[src/rtl/cpu_pkg.sv]
// Shared CPU-wide constants and the fetch-entry type carried from fetch into IF/ID.
package cpu_pkg;

    localparam int              PC_W        = 8;
    localparam int              INSTR_W     = 19;
    localparam int              FETCH_DEPTH = 4;
    localparam logic [PC_W-1:0] RESET_PC    = 8'h00;

    typedef struct packed {
        logic [INSTR_W-1:0] instruction;
        logic [PC_W-1:0]    pc_plus_one;
    } fetch_entry_t;

endpackage

[src/rtl/fetch_fifo.sv]
// Prefetch queue: synchronous FIFO with flush; pointers carry one extra wrap bit.
module fetch_fifo #(
    parameter int DEPTH = 4,
    parameter int WIDTH = 27
) (
    input  logic                       clk_i,
    input  logic                       reset_i,
    input  logic                       flush_i,
    input  logic                       push_i,
    input  logic [WIDTH-1:0]           push_data_i,
    input  logic                       pop_i,
    output logic [$clog2(DEPTH):0]     count_o,
    output logic [WIDTH-1:0]           head_data_o
);
    localparam int IDX_W = $clog2(DEPTH);

    logic [IDX_W:0]   wr_ptr_q, wr_ptr_d, rd_ptr_q, rd_ptr_d;
    logic [WIDTH-1:0] mem_q [DEPTH];
    logic             do_push_s, do_pop_s;

    assign count_o     = wr_ptr_q - rd_ptr_q;
    assign do_pop_s    = pop_i && (count_o != '0);
    // A full queue may still accept a push when the head leaves in the same cycle.
    assign do_push_s   = push_i && ((count_o != (IDX_W+1)'(DEPTH)) || do_pop_s);
    assign head_data_o = mem_q[rd_ptr_q[IDX_W-1:0]];

    // Pointer next state; flush empties the queue and wins over push/pop.
    always_comb begin
        wr_ptr_d = wr_ptr_q;
        rd_ptr_d = rd_ptr_q;
        if (flush_i) begin
            rd_ptr_d = wr_ptr_q;
        end else begin
            if (do_push_s) wr_ptr_d = wr_ptr_q + (IDX_W+1)'(1);
            else           wr_ptr_d = wr_ptr_q;
            if (do_pop_s)  rd_ptr_d = rd_ptr_q + (IDX_W+1)'(1);
            else           rd_ptr_d = rd_ptr_q;
        end
    end

    // Pointer registers.
    always_ff @(posedge clk_i or posedge reset_i) begin
        if (reset_i) begin
            wr_ptr_q <= '0;
            rd_ptr_q <= '0;
        end else begin
            wr_ptr_q <= wr_ptr_d;
            rd_ptr_q <= rd_ptr_d;
        end
    end

    // Entry storage, cleared on reset so the head reads zero.
    always_ff @(posedge clk_i or posedge reset_i) begin
        if (reset_i) begin
            for (int i = 0; i < DEPTH; i++) mem_q[i] <= '0;
        end else if (do_push_s && !flush_i) begin
            mem_q[wr_ptr_q[IDX_W-1:0]] <= push_data_i;
        end
    end

endmodule

[src/rtl/fetch_unit.sv]
// Instruction fetch: credit-limited in-order requests to variable-latency memory,
// a prefetch queue toward decode, and redirect flush with stale-response dropping.
module fetch_unit #(
    parameter int DEPTH   = cpu_pkg::FETCH_DEPTH,
    parameter int PC_W    = cpu_pkg::PC_W,
    parameter int INSTR_W = cpu_pkg::INSTR_W
) (
    input  logic               clk,
    input  logic               reset,
    output logic               imem_req,
    output logic [PC_W-1:0]    imem_addr,
    input  logic               imem_rvalid,
    input  logic [INSTR_W-1:0] imem_rdata,
    input  logic               redirect,
    input  logic [PC_W-1:0]    redirect_pc,
    output logic               id_valid,
    input  logic               id_ready,
    output logic [INSTR_W-1:0] id_instruction,
    output logic [PC_W-1:0]    id_pc_plus_one
);
    import cpu_pkg::*;

    localparam int CNT_W = $clog2(DEPTH) + 1;
    localparam int ENT_W = INSTR_W + PC_W;

    logic [PC_W-1:0]  fetch_pc_q, fetch_pc_d, resp_pc_q, resp_pc_d;
    logic [CNT_W-1:0] outst_q, outst_d, drop_q, drop_d, count_s;
    logic [CNT_W:0]   inflight_s;
    logic             credit_s, issue_s, push_s, pop_s;
    logic [ENT_W-1:0] push_data_s, head_data_s;

    // Queued plus in-flight never exceeds DEPTH, so every response has a slot.
    assign inflight_s = {1'b0, outst_q} + {1'b0, count_s};
    assign credit_s   = inflight_s < (CNT_W+1)'(DEPTH);
    assign issue_s    = !reset && !redirect && credit_s;
    assign imem_req   = issue_s;
    assign imem_addr  = fetch_pc_q;

    assign id_valid       = (count_s != '0);
    assign pop_s          = id_valid && id_ready && !redirect;
    assign push_s         = imem_rvalid && (drop_q == '0) && !redirect;
    assign push_data_s    = {imem_rdata, resp_pc_q + PC_W'(1)};
    assign id_instruction = head_data_s[ENT_W-1:PC_W];
    assign id_pc_plus_one = head_data_s[PC_W-1:0];

    // PC, credit and drop bookkeeping; redirect takes priority over everything.
    always_comb begin
        fetch_pc_d = fetch_pc_q;
        resp_pc_d  = resp_pc_q;
        outst_d    = outst_q;
        drop_d     = drop_q;
        if (redirect) begin
            fetch_pc_d = redirect_pc;
            resp_pc_d  = redirect_pc;
            outst_d    = outst_q - CNT_W'(imem_rvalid);
            drop_d     = outst_d;
        end else begin
            if (issue_s) fetch_pc_d = fetch_pc_q + PC_W'(1);
            else         fetch_pc_d = fetch_pc_q;
            outst_d = outst_q + CNT_W'(issue_s) - CNT_W'(imem_rvalid);
            if (imem_rvalid && (drop_q != '0)) drop_d = drop_q - CNT_W'(1);
            else                               drop_d = drop_q;
            if (push_s) resp_pc_d = resp_pc_q + PC_W'(1);
            else        resp_pc_d = resp_pc_q;
        end
    end

    // Fetch state registers.
    always_ff @(posedge clk or posedge reset) begin
        if (reset) begin
            fetch_pc_q <= PC_W'(RESET_PC);
            resp_pc_q  <= PC_W'(RESET_PC);
            outst_q    <= '0;
            drop_q     <= '0;
        end else begin
            fetch_pc_q <= fetch_pc_d;
            resp_pc_q  <= resp_pc_d;
            outst_q    <= outst_d;
            drop_q     <= drop_d;
        end
    end

    fetch_fifo #(
        .DEPTH (DEPTH),
        .WIDTH (ENT_W)
    ) u_fifo (
        .clk_i       (clk),
        .reset_i     (reset),
        .flush_i     (redirect),
        .push_i      (push_s),
        .push_data_i (push_data_s),
        .pop_i       (pop_s),
        .count_o     (count_s),
        .head_data_o (head_data_s)
    );

endmodule

[config.mk]
export PLATFORM = sky130hd
export DESIGN_NAME = fetch_unit
export DESIGN_NICKNAME = d
export VERILOG_FILES = /design/src/rtl/cpu_pkg.sv /design/src/rtl/fetch_fifo.sv /design/src/rtl/fetch_unit.sv
export SDC_FILE = /design/constraint.sdc
export NUM_CORES = 1
export LEC_CHECK = 0
export ABC_CLOCK_PERIOD_IN_PS = 13300
export CELL_PAD_IN_SITES_DETAIL_PLACEMENT = 0
export CELL_PAD_IN_SITES_GLOBAL_PLACEMENT = 1
export CORE_MARGIN = 1.5
export CORE_UTILIZATION = 45
export CTS_CLUSTER_SIZE = 25
export DETAILED_ROUTE_END_ITERATION = 10
export GPL_TIMING_DRIVEN = 0
export PLACE_DENSITY_LB_ADDON = 0.1
export SYNTH_ARGS = -nofsm -noshare
export SYNTH_HDL_FRONTEND = slang
export SYNTH_SLANG_ARGS = --single-unit
[constraint.sdc]
create_clock -name clk -period 13.3 [get_ports clk]
set_input_delay 2.66 -clock clk [delete_from_list [all_inputs] [get_ports clk]]
set_output_delay 2.66 -clock clk [all_outputs]
set_load 0.1 [all_outputs]
==> flow_summary.ini <==
[sta]
fin_skew_ns = 0.00499
finalSetupViolCount = 0
rsz0062_at_grt = no
finalCritPeriodShare_pct = 62.4
setup_tns_ns = 0
finalHoldViolCount = 0
fin_crit_ns = 8.29
slew_violations = 0
relSlewSlack_pct = 32.1
worst_slew_pin_slew_ns = 1.01
fmax_mhz = 121

[global_routing]
busiest_layer = met2
use_met1_pct = 26.2
grt_pass1_wl_mm = 22.1
grt_max_degree = 75
grtUsageMet2_pct = 30.2
grt_overflow = 0
grt_pass1_vias = 4246
grt_usage_pct = 19.3
antenna_found_initial = 0
grtUsageMet3_pct = 5.45

[critical_path]
cp-start-kind = flop
required_ns = 10.64
cp.depth = 11
crit_start = u_fifo.rd_ptr_q[1]
critPathKind = flop to primary output
cp_cell_sequence = clkbuf_1, clkbuf_1, inv_1, fa_1, xor3_4, inv_1, ha_1, nor4_2, nand2_1, nor2_1, clkdlybuf4s50_1
worst-path-max-fanout = 10
slowest_stage = clkdlybuf4s50_1
critPathCaptureType = primary output
crit_buf_inv = 5
cpPeakStageDelay_ns = 1.16
cp_data_arrival_time_ns = 5.63
reg2reg_from = u_fifo.rd_ptr_q[1]
r2r_cells = 15
path_delay_family = buffers and inverters

[logic_synthesis]
syn_nets = 524
synth_xor_area_share_pct = 3.74
yosys.area.top_type_share_pct = 51.6
synth.avg_cell_area_um2 = 13.9
syn-cell-area_um2 = 6600
yosysTopAreaCell = dfrtp_1
syn_inst = 474
ys_types = 48
ys.flop_type = dfrtp_1
synth_edf_count = 0
synth.area.top_cells = dfrtp_1 (52%), mux2_2 (13%), mux4_2 (9.2%)
synth.area.mux_share_pct = 26.2
ys.warnings.count = 0
synth_simple_gate_area_share_pct = 5.88
ys_seq_area_share_pct = 51.6
synth_top_family_by_area = multiplexers
synth_compound_area_share_pct = 5.46
synth_adder_area_share_pct = 3.64
ys_seq_elements = 136
ys_async_sr_fraction_pct = 100

[clock_network]
clkSinkCount = 136
cts-root-buf = clkbuf_16
path_clk_slew_ns = 0.05
cts_hold_buf = 0
cts_max_level = 4
cts_max_path_buffers = 2
cts_tree = done
cts_resized = 0
clk_latency_ns = 0.41
cts_buffers = 17
post_cts_buffers = 0

[min_path]
worstHoldPathCells = 2
hp-class = flop to flop
hold_path_startpoint = u_fifo.mem_q[27]

[final_layout]
n_antenna_cell = 0
nNetsFinal = 612
final_layout_size_suffix_gt1_share_pct = 29.1
fill_cells = 1191
areaGrowthSynthToFinish_pct = 22.0

[floorplan]
die_height_um = 124
core_area_um2 = 14400
die_area_um2 = 15400
row_count = 44
die_x_um = 124
pin_count = 69
initial_utilization_pct = 45.7

[detailed_routing]
drc = 0
via_per_inst = 5.25
drtAntennaViolNets = 0
vias = 3972
wl_per_cell_um = 17.5
drt_wl_total_mm = 13.3
drt-initial-drc-count = 197
first_pass_iters = 4

[place]
gp_congestion = 0.782
port_buffers = 68
dp_hpwl_mm = 9.04

[outcome]
status = completed

[job]
cap_violations = 0
stage by stage:
step	instance area [µm²]	setup WS [ns]	utilization, %	instances	hold slack (ns)
final	8050	5.01	55.8	757	0.474
after global routing	8050	4.64	55.8	757	0.497
after CTS	8050	4.90	55.8	757	0.480
after detailed placement	7540	5.19	52.3	727	0.468
after global placement	7510	5.12	52.1	726	0.456
after floorplan	6600	6.05	-	474	0.444
path summary, 6_finish.rpt:
path	endpoint	slack, ns
setup reg to reg	outst_q[2]	8.31
hold / removal	u_fifo.mem_q[27]	0.47
min in group asynchronous	outst_q[0]	2.75
setup / recovery	imem_req	5.01
max in group asynchronous	u_fifo.mem_q[91]	9.80
hold reg to reg	u_fifo.mem_q[27]	0.47
cell families after synthesis:
family,count (synthesis)
compound gates,53
xor+xnor,26
fa+ha+maj,18
buf+inv,39
flops,136
mux,122
simple gates,80
final cells by class:
class	count	area, µm²	area share, %
Timing Repair Buffer	69	708	8.80
Sequential cell	136	3400	42.3
Clock buffer	26	489	6.08
Buffer	24	176	2.19
Inverter	15	61.3	0.762
Tap cell	184	230	2.86
Multi-Input combinational cell	299	2960	36.8
Clock inverter	4	20.0	0.249
state kept, by name, summed over array words and instances (netlist names):
register / count
drop_q: 3
imem_addr: 8
outst_q: 3
resp_pc_q: 8
u_fifo.mem_q: 108
u_fifo.rd_ptr_q: 3
u_fifo.wr_ptr_q: 3
metal layers:
metal	part of all wire, %	routed length (µm)
met5	0	0
met4	1.3	168
met3	4.0	525
met2	48	6420
met1	46	6140
cells in the mapped netlist, types with 5 or more instances:
cell	number
buf_6	6
o21ai_0	35
dfrtp_1	136
mux2_2	75
nor2_1	5
nand3_1	6
mux2_4	14
ha_1	16
buf_2	7
inv_1	14
nand2_1	43
mux4_2	27
clkbuf_1	7
xor2_1	8
xnor2_1	17
worst min-delay path, delay by kind of cell (launching register included):
| kind | cells | cell delay, ns |
|---|---|---|
| DFF | 1 | 0.33 |
| AOI/OAI and AO/OA | 1 | 0.06 |
| and+or+nand+nor | 1 | 0.05 |
layout by cell type, fill, tap and decap left out, drive strengths merged, types with 14 or more instances in the layout:
cell           synthesis  layout
ha                    16      16
xnor2                 17      17
mux2                  92      92
inv                   14      14
nand2                 43      43
mux4                  27      27
clkbuf                 8      34
o21ai                 35      35
buf                   16      17
dfrtp                136     136
clkdlybuf4s50          0      68
Power is left out: the tool's default activity adds up to more than one toggle a clock period on the data nets, which glitch-free logic cannot reach.
